--- config.mk ---
export PLATFORM = sky130hd
export DESIGN_NAME = typing_game_ctrl
export DESIGN_NICKNAME = d
export VERILOG_FILES = /design/src/rtl/typing_pkg.sv /design/src/rtl/key_debounce.sv /design/src/rtl/typing_game_ctrl.sv
export SDC_FILE = /design/constraint.sdc
export NUM_CORES = 1
export LEC_CHECK = 0
export ABC_CLOCK_PERIOD_IN_PS = 4000
export CAP_MARGIN = 15
export CORE_MARGIN = 2
export CORE_UTILIZATION = 30
export CTS_BUF_LIST = sky130_fd_sc_hd__clkbuf_4 sky130_fd_sc_hd__clkbuf_8 sky130_fd_sc_hd__clkbuf_16
export CTS_CLUSTER_DIAMETER = 60
export DETAILED_ROUTE_END_ITERATION = 12
export PLACE_DENSITY = 0.48
export SLEW_MARGIN = 30
export SYNTH_ARGS = -nofsm -noshare
export SYNTH_HDL_FRONTEND = slang
export SYNTH_SLANG_ARGS = --single-unit
--- constraint.sdc ---
create_clock -name clk -period 4 [get_ports clk]
set_clock_uncertainty 0.2 [all_clocks]
set_input_delay 0.6 -clock clk [delete_from_list [all_inputs] [get_ports clk]]
set_output_delay 0.6 -clock clk [all_outputs]
set_load 0.02 [all_outputs]
--- src/rtl/typing_pkg.sv ---
// Shared types and constants for the keypad typing game.
// Holds the FSM state encoding, key width, BCD limits and the BCD incrementer.
package typing_pkg;

    typedef enum logic [1:0] {
        IDLE,
        LOAD,
        PLAY,
        DONE
    } state_t;

    localparam int                KEY_W             = 4;
    localparam logic [3:0]        BCD_MAX           = 4'd9;
    localparam logic [KEY_W-1:0]  START_KEY_DEFAULT = 4'hA;

    // Four-digit BCD increment with ripple carry; 9999 is a fixed point.
    function automatic logic [15:0] bcd_inc(input logic [15:0] value);
        logic [15:0] result;
        logic        carry;
        result = value;
        carry  = 1'b1;
        if (value == 16'h9999) begin
            return value;
        end
        for (int i = 0; i < 4; i++) begin
            if (carry) begin
                if (result[i*4 +: 4] == BCD_MAX) begin
                    result[i*4 +: 4] = 4'd0;
                end else begin
                    result[i*4 +: 4] = result[i*4 +: 4] + 4'd1;
                    carry            = 1'b0;
                end
            end
        end
        return result;
    endfunction

endpackage

--- src/rtl/key_debounce.sv ---
// Key debouncer: accepts a level change only after it has been stable for
// DEBOUNCE_CYCLES clocks and emits a one-cycle event on each accepted press.
module key_debounce
    import typing_pkg::*;
#(
    parameter int DEBOUNCE_CYCLES = 1_000_000
) (
    input  logic             clk,
    input  logic             reset,
    input  logic             button_pressed,
    input  logic [KEY_W-1:0] dec_out,
    output logic             key_valid,
    output logic [KEY_W-1:0] key_code
);

    localparam int             CNT_W   = $clog2(DEBOUNCE_CYCLES + 1);
    localparam logic [CNT_W-1:0] CNT_MAX = CNT_W'(DEBOUNCE_CYCLES);

    logic             level;
    logic [CNT_W-1:0] cnt;

    // NOTE: sequential state uses non-blocking assignments so every register
    // samples the pre-edge values regardless of statement order.
    always_ff @(posedge clk) begin
        if (reset) begin
            level     <= 1'b0;
            cnt       <= '0;
            key_valid <= 1'b0;
            key_code  <= '0;
        end else begin
            key_valid <= 1'b0;
            if (button_pressed == level) begin
                cnt <= '0;
            end else if (cnt == CNT_MAX) begin
                level <= button_pressed;
                cnt   <= '0;
                if (button_pressed) begin
                    key_valid <= 1'b1;
                    key_code  <= dec_out;
                end
            end else begin
                cnt <= cnt + CNT_W'(1);
            end
        end
    end

endmodule

--- src/rtl/typing_game_ctrl.sv ---
// Typing game sequencer: target latching, typing progress, game timer,
// BCD score and miss counter, driving a 4-digit seven-segment display.
module typing_game_ctrl
    import typing_pkg::*;
#(
    parameter int               GAME_SECONDS    = 30,
    parameter int               DEBOUNCE_CYCLES = 1_000_000,
    parameter logic [KEY_W-1:0] START_KEY       = START_KEY_DEFAULT
) (
    input  logic             clk,
    input  logic             reset,
    input  logic             one_hz_tick,
    input  logic             button_pressed,
    input  logic [KEY_W-1:0] dec_out,
    input  logic [KEY_W-1:0] rand_one,
    input  logic [KEY_W-1:0] rand_two,
    input  logic [KEY_W-1:0] rand_three,
    input  logic [KEY_W-1:0] rand_four,
    output logic [3:0]       digit_one,
    output logic [3:0]       digit_two,
    output logic [3:0]       digit_three,
    output logic [3:0]       digit_four,
    output logic             one_en,
    output logic             two_en,
    output logic             three_en,
    output logic             four_en,
    output logic [6:0]       seconds_left,
    output logic [7:0]       miss_count,
    output logic             game_over
);

    state_t                  state, next_state;
    logic                    key_valid;
    logic [KEY_W-1:0]        key_code;
    logic [3:0][KEY_W-1:0]   target;
    logic [3:0][3:0]         digit;
    logic [3:0]              en;
    logic [1:0]              pos;
    logic [15:0]             score, score_next;
    logic                    restart;
    logic                    key_hit, word_done, time_up, start_hit;

    key_debounce #(.DEBOUNCE_CYCLES(DEBOUNCE_CYCLES)) u_debounce (
        .clk            (clk),
        .reset          (reset),
        .button_pressed (button_pressed),
        .dec_out        (dec_out),
        .key_valid      (key_valid),
        .key_code       (key_code)
    );

    always_ff @(posedge clk) begin
        if (reset) state <= IDLE;
        else       state <= next_state;
    end

    // NOTE: every signal written here gets a default first, otherwise any
    // path that skips an assignment infers a latch.
    always_comb begin
        next_state = state;
        key_hit    = key_valid && (key_code == target[pos]);
        word_done  = (state == PLAY) && key_hit && (pos == 2'd3);
        time_up    = (state == PLAY) && one_hz_tick && (seconds_left == 7'd1);
        start_hit  = key_valid && (key_code == START_KEY);
        score_next = word_done ? bcd_inc(score) : score;
        unique case (state)
            IDLE: if (start_hit) next_state = LOAD;
            LOAD: next_state = PLAY;
            PLAY: begin
                // Timer expiry wins over a word completion in the same cycle.
                if (time_up)        next_state = DONE;
                else if (word_done) next_state = LOAD;
            end
            DONE: if (start_hit) next_state = LOAD;
            default: next_state = IDLE;
        endcase
    end

    always_ff @(posedge clk) begin
        if (reset) begin
            target       <= '0;
            digit        <= '0;
            en           <= '1;
            pos          <= 2'd0;
            score        <= '0;
            seconds_left <= 7'(GAME_SECONDS);
            miss_count   <= '0;
            game_over    <= 1'b0;
            restart      <= 1'b0;
        end else begin
            game_over <= (next_state == DONE);
            // In LOAD this tells a fresh game apart from a next word.
            restart   <= (state == IDLE) || (state == DONE);
            unique case (state)
                LOAD: begin
                    target <= {rand_four, rand_three, rand_two, rand_one};
                    digit  <= {rand_four, rand_three, rand_two, rand_one};
                    en     <= '1;
                    pos    <= 2'd0;
                    if (restart) begin
                        score        <= '0;
                        miss_count   <= '0;
                        seconds_left <= 7'(GAME_SECONDS);
                    end
                end
                PLAY: begin
                    score <= score_next;
                    if (one_hz_tick) seconds_left <= seconds_left - 7'd1;
                    if (key_valid) begin
                        if (key_hit) begin
                            en[pos] <= 1'b0;
                            pos     <= pos + 2'd1;
                        end else if (miss_count != 8'hFF) begin
                            miss_count <= miss_count + 8'd1;
                        end
                    end
                    if (next_state == DONE) begin
                        digit <= {score_next[3:0], score_next[7:4],
                                  score_next[11:8], score_next[15:12]};
                        en    <= '1;
                    end
                end
                default: ;
            endcase
        end
    end

    assign digit_one   = digit[0];
    assign digit_two   = digit[1];
    assign digit_three = digit[2];
    assign digit_four  = digit[3];
    assign one_en      = en[0];
    assign two_en      = en[1];
    assign three_en    = en[2];
    assign four_en     = en[3];

endmodule

== Word-level counts from Yosys, hierarchy flattened ==
Index checks and enable logic that the tools add are counted.
Widths: inputs -> output; s select.
Storage, ports and cells
  flip-flop bits (word level): 99
  output and inout port bits: 36
  logic and storage cells: 127
Operators by class
  add/subtract/negate cells: 8
  order comparisons: 2
  equality and inequality tests: 25
  muxes and demuxes: 47
  bitwise logic cells: 4
  reductions and logical operators: 21
Operators with widths (number)
  $mux 16: 5
  $pmux 16 s2: 2
  $mux 4: 11
  $mux 8: 4
  $add 20x1->20 const B: 1
  $eq 20x20->1 const B: 1
  $eq 4x4->1 const B: 5
  $add 4x1->4 const B: 4
  $eq 16x16->1 const B: 1
  $pmux 8 s2: 1
  $mux 7: 2
  $pmux 7 s2: 1
  $reduce_and 3->1: 4
  $mux 1: 11
  $mux 2: 5
  $add 8x1->8 const B: 1
  $bmux 4 s2: 1
  $eq 2x2->1 const B: 4
  $ne 2x2->1 const B: 4
  $ne 8x8->1 const B: 1
  $pmux 4 s2: 1
  $eq 7x1->1 const B: 1
  $logic_and 1x1->1: 7
  $sub 7x1->7 const B: 1
  22 further kinds: 28

== Longest topological paths before layout ==
Gate-level depths: netlist of the first run.
  depth in word-level cells: 12
  depth in mapped cells: 11
  gate-level depth less buffers: 9

== Hierarchy ==
A second synthesis of the first run with hierarchy kept.
Second synthesis, totals
  cells, all modules: 624
  area total of the unflattened synthesis: 5281.3 µm²
Modules (own cells, without submodules)
  typing_game_ctrl: instances 1, cells each 484, area an instance 4082.7 µm², seq. area each 1461.4 µm²
  key_debounce: instances 1, cells each 140, area an instance 1198.6 µm², seq. area each 520.5 µm²

== Worst setup path before layout of the first run ==
OpenSTA, ideal clock, no wires.
  kind: flip-flop to flip-flop
  from: register pos[0]
  to: register digit (netlist bit digit_four[0])
  setup time: 59 ps
  arrival: 2815 ps
  data required time: 3741 ps
  setup slack: 926 ps
  cell stages (with the launch flop): 10
  path buffers: 2
  path through: dfxtp_1 > buf_6 > mux4_2 > xor2_1 > or2_1 > buf_2 > or4_4 > mux2_4 > a2111oi_4 > a31o_1
On the way
  word-level cells in the longest chain between the ends: 12
  elaborated cells between the ends (all ways): 16
  classes of those cells: 4 x eq/ne; 8 x mux; 4 x reduce/logical
Ends and longest elaborated chain
  from (decl): RTL line typing_game_ctrl.sv:38  | logic [1:0] pos;
  from (signal assigned): RTL line typing_game_ctrl.sv:112  | pos <= pos + 2'd1;
  $bmux 4 s2: RTL line typing_game_ctrl.sv:61  | key_hit = key_valid && (key_code == target[pos]);
  $mux 4 (implied by the code): RTL line typing_game_ctrl.sv:61
  $eq 4x4->1: RTL line typing_game_ctrl.sv:61
  $logic_and 1x1->1: RTL line typing_game_ctrl.sv:61
  $logic_and 1x1->1: RTL line typing_game_ctrl.sv:62  | word_done = (state == PLAY) && key_hit && (pos == 2'd3);
  $logic_and 1x1->1 (*): RTL line typing_game_ctrl.sv:62
  $mux 2: RTL line typing_game_ctrl.sv:72  | else if (word_done) next_state = LOAD;
  $mux 2: RTL line typing_game_ctrl.sv:71  | if (time_up) next_state = DONE;
  $pmux 2 s3: RTL line typing_game_ctrl.sv:66  | unique case (state)
  $eq 2x2->1: RTL line typing_game_ctrl.sv:117  | if (next_state == DONE) begin
  $ne 2x1->1 (no line)
  $reduce_and 2->1 (no line)
  to (signal assigned): RTL line typing_game_ctrl.sv:97  | digit <= {rand_four, rand_three, rand_two, rand_one};
  to (signal assigned): RTL line typing_game_ctrl.sv:118  | digit <= {score_next[3:0], score_next[7:4],
  to (decl): RTL line typing_game_ctrl.sv:36  | logic [3:0][3:0] digit;
Mark *: on every way between the ends. The rest lies on a longest branch, timed or not. The select of a mux whose other input is x is not followed.
A chain may end at the register's enable or synchronous reset.

== Final worst setup path of the first run ==
  from: register pos[0]
  to: register digit (netlist bit digit_one[1])
Same word-level chain as after synthesis.

==> qor.yml, run 1 <==
status: "finished clean"
io_buffer_count: 59
r2r-end: "digit_one[1]"
path_class: "flop to flop"
period_minus_slack_ns: 3.41
dieWidth_um: 135
clkSlewWorstSetupHoldPaths_ns: 0.07
avgSynthCellArea_sq_um: 8.45
wl_um: 14700
async_flop_share: 0
crit-reg2reg-launch: "pos[0]"
netlist_area_sq_um: 5160
regToRegSetupSlack_ns: 0.59
crit_required_ns: 4.09
synthToLayoutAreaGrowth_pct: 21.0
finalCritPeriodShare: 0.853
syn_inst: 611
crit_path_max_fanout: 9
rsz0062_at_grt: "no"
setup_viol: 0
totalNegativeSetupSlack_ns: 0
vias: 4614
min_from: "digit_one[2]"
hold_path.class: "flop to flop"
synth_area_leaders: "dfxtp_1 (38%), nor2_1 (6.1%), mux2i_1 (4.7%), a21oi_1 (3.3%), nand2_1 (3.3%)"
synth-warning-count: 0
hold_viol: 0
dr.pass1.iters: 5
antenna-diode-count: 0
cts_resized: 0
ys_seq_area_frac: 0.384
end_kind: "flop"
drc: 0
grt_usage: 0.165
dp_slack_ns: 0.598
synth_edf_count: 0
hold_buffers: 0
grt_max_degree: 46
ir_worst_vdd_mv: 0.181
rows: 47
setup_slack_ns: 0.588
coreArea_sq_um: 16700
critPathArrivalTime_ns: 3.50
ios: 60
grt_pass1_vias: 4220
ys.flop_type: "dfxtp_1"
cts_max_level: 3
synth_top_area_frac: 0.384
route.detailed.wl_per_inst_um: 16.7
stdcell_area_sq_um: 6250
grt_pass1_wl_um: 23600
ys_ff_latch: 99
wl_met1_um: 7120
numCtsBuffers: 9
place_congestion: 0.897
nets: 693
clkSinkCount: 99
whs_path_depth: 2
r2r_cells: 7
n_fill_cell: 1719
synth_cell_types: 73
highest_layer: "met4"
start_util: 0.309
max_freq_mhz: 293
dpl_cell_area_sq_um: 5960
drive_gt1_frac: 0.0787
wl_met2_um: 6650
wl_met3_um: 633
grt-ovfl-total: 0
tightest_slew_ns: 0.902
cp-start-kind: "flop"
synth_top_area_cell: "dfxtp_1"
synthesis.nets: 648
slew_headroom: 0.393
vias_per_cell: 5.24
cellPowerDensity_nw_per_um2: 303
p_leak_nw: 2.00
fp.dieH_um: 135
antenna_found_initial: 0
cts_tree: "built"
drt_iter0_drc: 371
min_to: "digit_one[2]"
max-cap-violations: 0
die_area_sq_um: 18300
clockRootBuffer: "clkbuf_16"
slew_violations: 0
cts_setup_buffers: 0
clockBufferDepth: 2
postRouteAntennaNets: 0
insertion_delay_ns: 0.35
dp_hpwl_um: 11000
holdWs_ns: 0.280
[flip-flops by register name, indices dropped and copies added (netlist names), 7 cells and up]
signal,count
miss_count,8
score,16
seconds_left,7
target,16
u_debounce.cnt,20
[layer usage]
metal / GRT usage / vias to the layer above
li1: - / 2292
met2: 0.255 / 114
met1: 0.233 / 2189
met5: 0 / -
met3: 0.0228 / 19
met4: 0.0654 / 0
[cells in the final DEF, fill, tap and decap left out, types with 5 or more instances in the layout]
master / count
mux2i_1: 24
a211o_1: 5
nor2b_1: 8
xnor2_1: 18
a21o_1: 5
dfxtp_1: 99
inv_1: 19
a31oi_1: 6
or3_1: 8
buf_4: 12
nand2_1: 45
ha_1: 13
o21ai_0: 30
nor2_1: 84
clkdlybuf4s50_1: 58
nand4_1: 9
clkbuf_16: 9
nor3_1: 15
nand3_1: 32
o2111ai_1: 5
nand2b_1: 5
nor4_1: 5
a21oi_1: 34
xor2_1: 16
a2111o_1: 5
a31o_2: 5
and3_1: 7
[through the flow]
stage	util	std cells	power, mW
final	0.374	881	1.89
after global routing	0.374	881	1.95
after CTS	0.374	881	1.91
after detailed placement	0.357	865	1.07
after global placement	0.357	865	1.07
after floorplan	-	611	1.03
[power breakdown]
part / switching [mW] / internal, mW / total (mW) / leakage (nW)
clock network: 0.395 / 0.447 / 0.842 / 0.132
logic: 0.0336 / 0.0268 / 0.0604 / 1.07
registers: 0.00148 / 0.986 / 0.988 / 0.798
[logic make-up (layout without fill, tap and decap cells)]
logic type | after synthesis | in the layout | share of synthesized area
fa+ha+maj | 13 | 13 | 0.0315
compound gates | 135 | 135 | 0.182
buf+inv | 57 | 107 | 0.0432
mux | 32 | 32 | 0.0735
simple gates | 241 | 241 | 0.228
xor+xnor | 34 | 34 | 0.0577
flops | 99 | 99 | 0.384
[worst max-delay path, cell delays in order (launching register included)]
cell      delay, ns
dfxtp_1        0.57
mux4_2         0.58
xor2_1         0.19
or2_1          0.34
nor3_1         0.63
mux2i_1        0.26
a2111o_1       0.45
a21oi_1        0.13
[layout make-up]
| class | count | area [sq um] | share of cell area |
|---|---|---|---|
| multi-input combinational | 455 | 2960 | 0.473 |
| sequential | 99 | 1980 | 0.317 |
| timing repair buffer | 71 | 676 | 0.108 |
| tap | 220 | 275 | 0.0441 |
| clock buffer | 11 | 246 | 0.0395 |
| inverter | 20 | 75.1 | 0.0120 |
| clock inverter | 5 | 36.3 | 0.00581 |
[cells in the mapped netlist (3+ instances only)]
master,n
nor2b_1,8
o211ai_1,4
a31oi_1,6
nor4_1,5
inv_1,19
a2111o_1,5
nor3_1,15
and3_1,7
a21oi_1,34
ha_1,13
or3_1,8
dfxtp_1,99
nand3_1,32
xnor2_1,18
mux4_2,4
nand2b_1,5
o21ai_0,30
a22oi_1,4
a31o_2,5
nor2_1,84
nand4b_1,4
o2111ai_1,5
mux2i_1,24
nand2_1,45
xor2_1,16
clkbuf_1,31
a41oi_1,3
o21a_1,3
a211o_1,5
nand4_1,9
a21o_1,5
buf_1,4
[worst max-delay path by stage]
stage	to	depth (start not counted)	slack, ns	from
6_report	digit_one[1]	7	0.59	pos[0]
2_1_floorplan	digit_four[0]	9	0.93	pos[0]
3_3_place_gp	digit_one[1]	7	0.70	pos[0]
4_1_cts	digit_one[1]	7	0.59	pos[0]
3_5_place_dp	digit_one[1]	7	0.60	pos[0]
5_1_grt	digit_two[2]	8	0.21	pos[0]
(Power assumes the default switching activity.)
==> run 2, diff against run 1 <==
- CORE_UTILIZATION: 30 -> 31
- PLACE_DENSITY: 0.48 -> 0.49
==> qor.yml, run 2 (synthesized netlist as in run 1, its figures left out) <==
grt_usage: 0.167
grt_pass1_vias: 4337
ir_worst_vdd_mv: 0.192
reg_top3: "u_debounce.cnt (20), score (16), target (16)"
hold_path.class: "flop to flop"
die_area_sq_um: 17700
cts_setup_buffers: 0
place_congestion: 0.898
postRouteAntennaNets: 0
route.detailed.wl_per_inst_um: 16.6
cts_tree: "built"
tightest_slew_ns: 0.919
cts_resized: 0
p_int_mw: 1.53
p_seq_frac: 0.505
layout_commonest_cell: "dfxtp_1"
numCtsBuffers: 9
rows: 47
largest_register_ffs: 20
vias_per_cell: 5.30
start_util: 0.314
crit_required_ns: 4.04
nets: 694
slew_headroom: 0.387
coreArea_sq_um: 16400
grt-ovfl-total: 0
power.share.clock: 0.464
dr.pass1.iters: 7
insertion_delay_ns: 0.35
cts_max_level: 3
switching_power_uw: 424
totalNegativeSetupSlack_ns: 0
setup_viol: 0
period_minus_slack_ns: 3.60
path_class: "flop to flop"
drc: 0
crit-reg2reg-launch: "pos[0]"
swShare: 0.217
antenna_found_initial: 0
drive_gt1_frac: 0.0801
synthToLayoutAreaGrowth_pct: 21.6
holdWs_ns: 0.272
final_cell_mix: "dfxtp_1 (99), nor2_1 (84), clkdlybuf4s50_1 (58), nand2_1 (45), a21oi_1 (34)"
grt_pass1_wl_um: 23200
regToRegSetupSlack_ns: 0.40
wl_um: 14600
max_freq_mhz: 278
min_from: "en[1]"
ios: 60
rsz0062_at_grt: "no"
pwr-share-comb: 0.031
regMostFlops: "u_debounce.cnt"
slew_violations: 0
p_leak_nw: 2.03
max-cap-violations: 0
critPathArrivalTime_ns: 3.63
antenna-diode-count: 0
grt_max_degree: 47
crit_start: "pos[0]"
crit_path_max_fanout: 19
drt_iter0_drc: 299
fp.dieH_um: 133
finalCritPeriodShare: 0.900
clkSlewWorstSetupHoldPaths_ns: 0.06
clkSinkCount: 99
cellPowerDensity_nw_per_um2: 312
dp_hpwl_um: 10700
clockBufferDepth: 2
status: "finished clean"
clockRootBuffer: "clkbuf_16"
n_fill_cell: 1645
vias: 4675
hold_buffers: 0
hold_viol: 0
cp-start-kind: "flop"
io_buffer_count: 59
dieWidth_um: 133
end_kind: "flop"
run 2: cell types whose count changed in the layout (fill, tap and decap cells not counted), sizes merged:
cell and change:
clkinv +1, buf +1, clkinvlp -3, clkbuf +1, bufinv +1
run 2: cell type report:
cell class / instances / area [sq um] / share of cell area
sequential: 99 / 1980 / 0.316
multi-input combinational: 455 / 2960 / 0.471
tap: 220 / 275 / 0.0439
clock buffer: 12 / 254 / 0.0405
clock inverter: 4 / 48.8 / 0.00778
timing repair buffer: 72 / 683 / 0.109
inverter: 20 / 75.1 / 0.0120
run 2: power groups by stage:
| stage | Clock (mW) | Combinational (mW) | Sequential (mW) |
|---|---|---|---|
| after global routing | 0.965 | 0.0655 | 0.988 |
| after CTS | 0.929 | 0.0612 | 0.988 |
| after detailed placement | 0 | 0.0611 | 1.01 |
| after global placement | 0 | 0.0610 | 1.01 |
| after floorplan | 0 | 0.0242 | 1.01 |
| final | 0.906 | 0.0603 | 0.988 |
run 2: per-stage QoR:
step	util	power, mW	cell area [sq um]	std cells	worst slack [ns]
2_1_floorplan	-	1.03	5160	611	0.926
3_3_place_gp	0.364	1.07	5970	866	0.493
3_5_place_dp	0.364	1.07	5970	866	0.338
4_1_cts	0.382	1.98	6270	882	0.334
5_1_grt	0.382	2.02	6270	882	0.101
6_report	0.382	1.95	6270	882	0.402
run 2: final timing paths:
| path | endpoint | cells past startpoint |
|---|---|---|
| worst min register to register | en[1] | 1 |
| worst min-delay path | en[1] | 1 |
| worst max-delay path | en[3] | 7 |
| worst max register to register | en[3] | 7 |
run 2: routing by layer:
layer / GRT usage / up-vias / wire length, um
met5: 0 / - / 0
met4: 0.0687 / 0 / 255
met3: 0.0222 / 14 / 800
met2: 0.258 / 142 / 6590
met1: 0.233 / 2230 / 7000
li1: - / 2289 / -
run 2: critical path: stages (launching register included):
cell     delay, ns
dfxtp_1       0.58
mux4_2        0.57
xor2_1        0.26
or2_1         0.30
o32ai_1       0.18
a21oi_2       0.76
nor2_1        0.29
a211o_1       0.34
==> edit 1, RTL diff (flow settings as in run 1) <==
The 4 states of `state_t` get a Gray code encoding in 2 bits.
--- a/src/rtl/typing_pkg.sv
+++ b/src/rtl/typing_pkg.sv
@@ -3,10 +3,10 @@
 package typing_pkg;
 
     typedef enum logic [1:0] {
-        IDLE,
-        LOAD,
-        PLAY,
-        DONE
+        IDLE = 2'b00,
+        LOAD = 2'b01,
+        PLAY = 2'b11,
+        DONE = 2'b10
     } state_t;
 
     localparam int                KEY_W             = 4;
Behaviour: no difference found for any inputs over 10 cycles, from zero or initial values and one cycle with reset high; not proved beyond that.
==> edit 1 against run 1 <==
Sequential cell count stayed put; synthesized area fell by 3.7%; highest routed layer unchanged; routed wire length grew 1.8%; total power increased by 0.62%; cell area down 3.5%; clock power grew 2%; first-iteration DRC count fell by 2.4%; combinational power is 5.3% lower; setup slack better by 0.049 ns; synthesized cell count shrank 2.3%.
==> edit 1: results (changes against run 1) <==
status: "complete, no violations"
grt_pass1_wl_um: 24100  # +2.1%
n_clock_buffer: 10  # -1
yosys-top-cells-count: "99 x dfxtp_1, 78 x nand2_1, 62 x nor2_1, 48 x a21oi_1, 30 x nand3_1"
layout.nets: 676  # -2.5%
crit_path_max_incr_delay_ns: 0.79  # +0.16 ns
multiInputGateArea_um2: 2770  # -6.2%
clkCellAreaFrac_pct: 4.76  # +0.23 points
arrival_ns: 3.38  # -0.12 ns
syn2layout_area_growth_pct: 21.2
cp_slowest_cell: "and2_1"
grt_pass1_vias: 4337  # +2.8%
inverters: 15  # -25%
drive_gt1_share_pct: 6.49  # -1.4 points
power_leakage_nw: 1.94  # -2.8%
gp_congestion: 0.889  # -0.86%
grt_max_degree: 43  # -6.5%
preCtsSetupSlack_ns: 0.652  # +0.0538 ns
core_region_area_um2: 16400  # -1.8%
post-place-cells: 851  # -1.6%
power_frac_clock_pct: 45.1  # +0.5 points
viasPerCell: 5.29  # +0.98%
ff2ff_path_depth: 6  # -1
netlist-cell-type-count: 66  # -9.6%
dp_hpwl_um: 11000  # +0.23%
n_all_buffers: 68  # -4.2%
p_total_mw: 1.90  # +0.62%
grt_usage_pct: 17.4  # +0.86 points
power_switching_mw: 0.446  # +3.7%
syn_nets: 631  # -2.6%
==> edit 1: changes by cell type after synthesis, sizes merged, moves of 9 or more <==
cell | before | now
a21oi | 35 | 48
clkbuf | 31 | 22
nand2 | 45 | 78
a211oi | 1 | 10
nor2 | 84 | 63
o21ai | 33 | 23
mux2i | 24 | 7
==> edit 1: routing by layer <==
metal | part of all wire [%] | vias up | global-route usage [%] | wire, µm
li1 | - | 2236 | - | -
met5 | 0 | - | 0 | 0
met3 | 5.2 | 23 | 2.91 | 777
met1 | 47 | 2185 | 23.9 | 7010
met4 | 2.4 | 0 | 6.99 | 365
met2 | 46 | 141 | 27.0 | 6820
==> edit 1: kinds of logic after synthesis <==
group           share of synthesized area [%]
mux                                      3.22
flops                                    39.9
xor+xnor                                 7.38
buf+inv                                  4.36
compound gates                           17.0
simple gates                             25.7
fa+ha+maj                                2.52
==> edit 2, RTL diff (config.mk and constraints of run 1) <==
Made on the original files. `DEBOUNCE_CYCLES` is set to 1_000_000 in 2 places; all go to 500_000.
--- a/src/rtl/key_debounce.sv
+++ b/src/rtl/key_debounce.sv
@@ -3,7 +3,7 @@
 module key_debounce
     import typing_pkg::*;
 #(
-    parameter int DEBOUNCE_CYCLES = 1_000_000
+    parameter int DEBOUNCE_CYCLES = 500_000
 ) (
     input  logic             clk,
     input  logic             reset,
--- a/src/rtl/typing_game_ctrl.sv
+++ b/src/rtl/typing_game_ctrl.sv
@@ -4,7 +4,7 @@
     import typing_pkg::*;
 #(
     parameter int               GAME_SECONDS    = 30,
-    parameter int               DEBOUNCE_CYCLES = 1_000_000,
+    parameter int               DEBOUNCE_CYCLES = 500_000,
     parameter logic [KEY_W-1:0] START_KEY       = START_KEY_DEFAULT
 ) (
     input  logic             clk,
Behaviour: no difference found for any inputs over 10 cycles, from zero or initial values and one cycle with reset high; that may be too few to reach the edited logic, so the function may still have changed.
==> edit 2 against run 1 <==
Clock power is 4.2% higher; sequential cell count is 1 lower; setup slack better by 0.0082 ns; global-route usage is 0.22 points higher; synthesized area is 4.8% higher; utilization is 0.94 points lower; cell area is 4.1% higher; count of clock-buffer cells in the layout stayed put; routed wire length is 9.8% higher; total power is 1.5% higher; highest routed layer unchanged.
==> edit 2: results (changes against run 1) <==
netlist-cell-type-count: 71  # -2.7%
syn_inst: 651  # +6.5%
worstHoldEndpoint: "u_debounce.cnt[0]"
grt_pass1_wl_um: 25700  # +9.3%
power_leakage_nw: 2.05  # +2.6%
power_switching_mw: 0.448  # +4.2%
synthXorXnorAreaFrac_pct: 4.72  # -1.1 points
synth_compound_area_share_pct: 18.3  # +0.044 points
synth_seq_area_share_pct: 36.3  # -2.1 points
pg_clk_mw: 0.877  # +4.2%
largest_register_ffs: 19  # -5.0%
muxShareOfSynthArea_pct: 7.08  # -0.27 points
status: "complete, no violations"
gp_congestion: 0.844  # -5.9%
preCtsSetupSlack_ns: 0.629  # +0.0307 ns
grt_max_degree: 41  # -11%
crit_fanout: 16  # +7
avgRoutedWirePerCell_um: 17.4  # +4.4%
critPathTopFamily: "compound AO/OA/AOI/OAI gates"
fin_crit_ns: 3.40  # -0.00822 ns
arrival_ns: 3.45  # -0.05 ns
drt_iter0_drc: 332  # -11%
grt_pass1_vias: 4712  # +12%
layout.nets: 730  # +5.3%
synth_adder_area_share_pct: 3.01  # -0.14 points
drive_gt1_share_pct: 7.59  # -0.27 points
## edit 2: cell types whose count changed after synthesis, moves of 9 or more
cell,run 1,this run
nand3_1,32,21
nand2b_1,5,19
nand4_1,9,20
nor2_1,84,68
or4_1,2,11
## edit 2: final cells by class
type	instances	area, µm²
Clock buffer	11	253
Clock inverter	5	42.5
Fill cell	1799	11300
Inverter	26	97.6
Multi-Input combinational cell	486	3180
Sequential cell	98	1960
Tap cell	229	287
Timing Repair Buffer	72	683
## edit 2: per-layer routing
metal / global-route usage (%) / wire [µm] / vias to the layer above
met2: 26.6 / 7460 / 121
met1: 23.0 / 7680 / 2429
met4: 6.07 / 420 / 0
li1: - / - / 2470
met5: 0 / 0 / -
met3: 2.70 / 591 / 24
## edit 2: metrics by stage
stage               power, mW  cell area [µm²]
floorplan                1.03             5410
global placement         1.06             6200
detailed placement       1.06             6210
CTS                      1.95             6500
global route             2.00             6500
finish                   1.92             6500
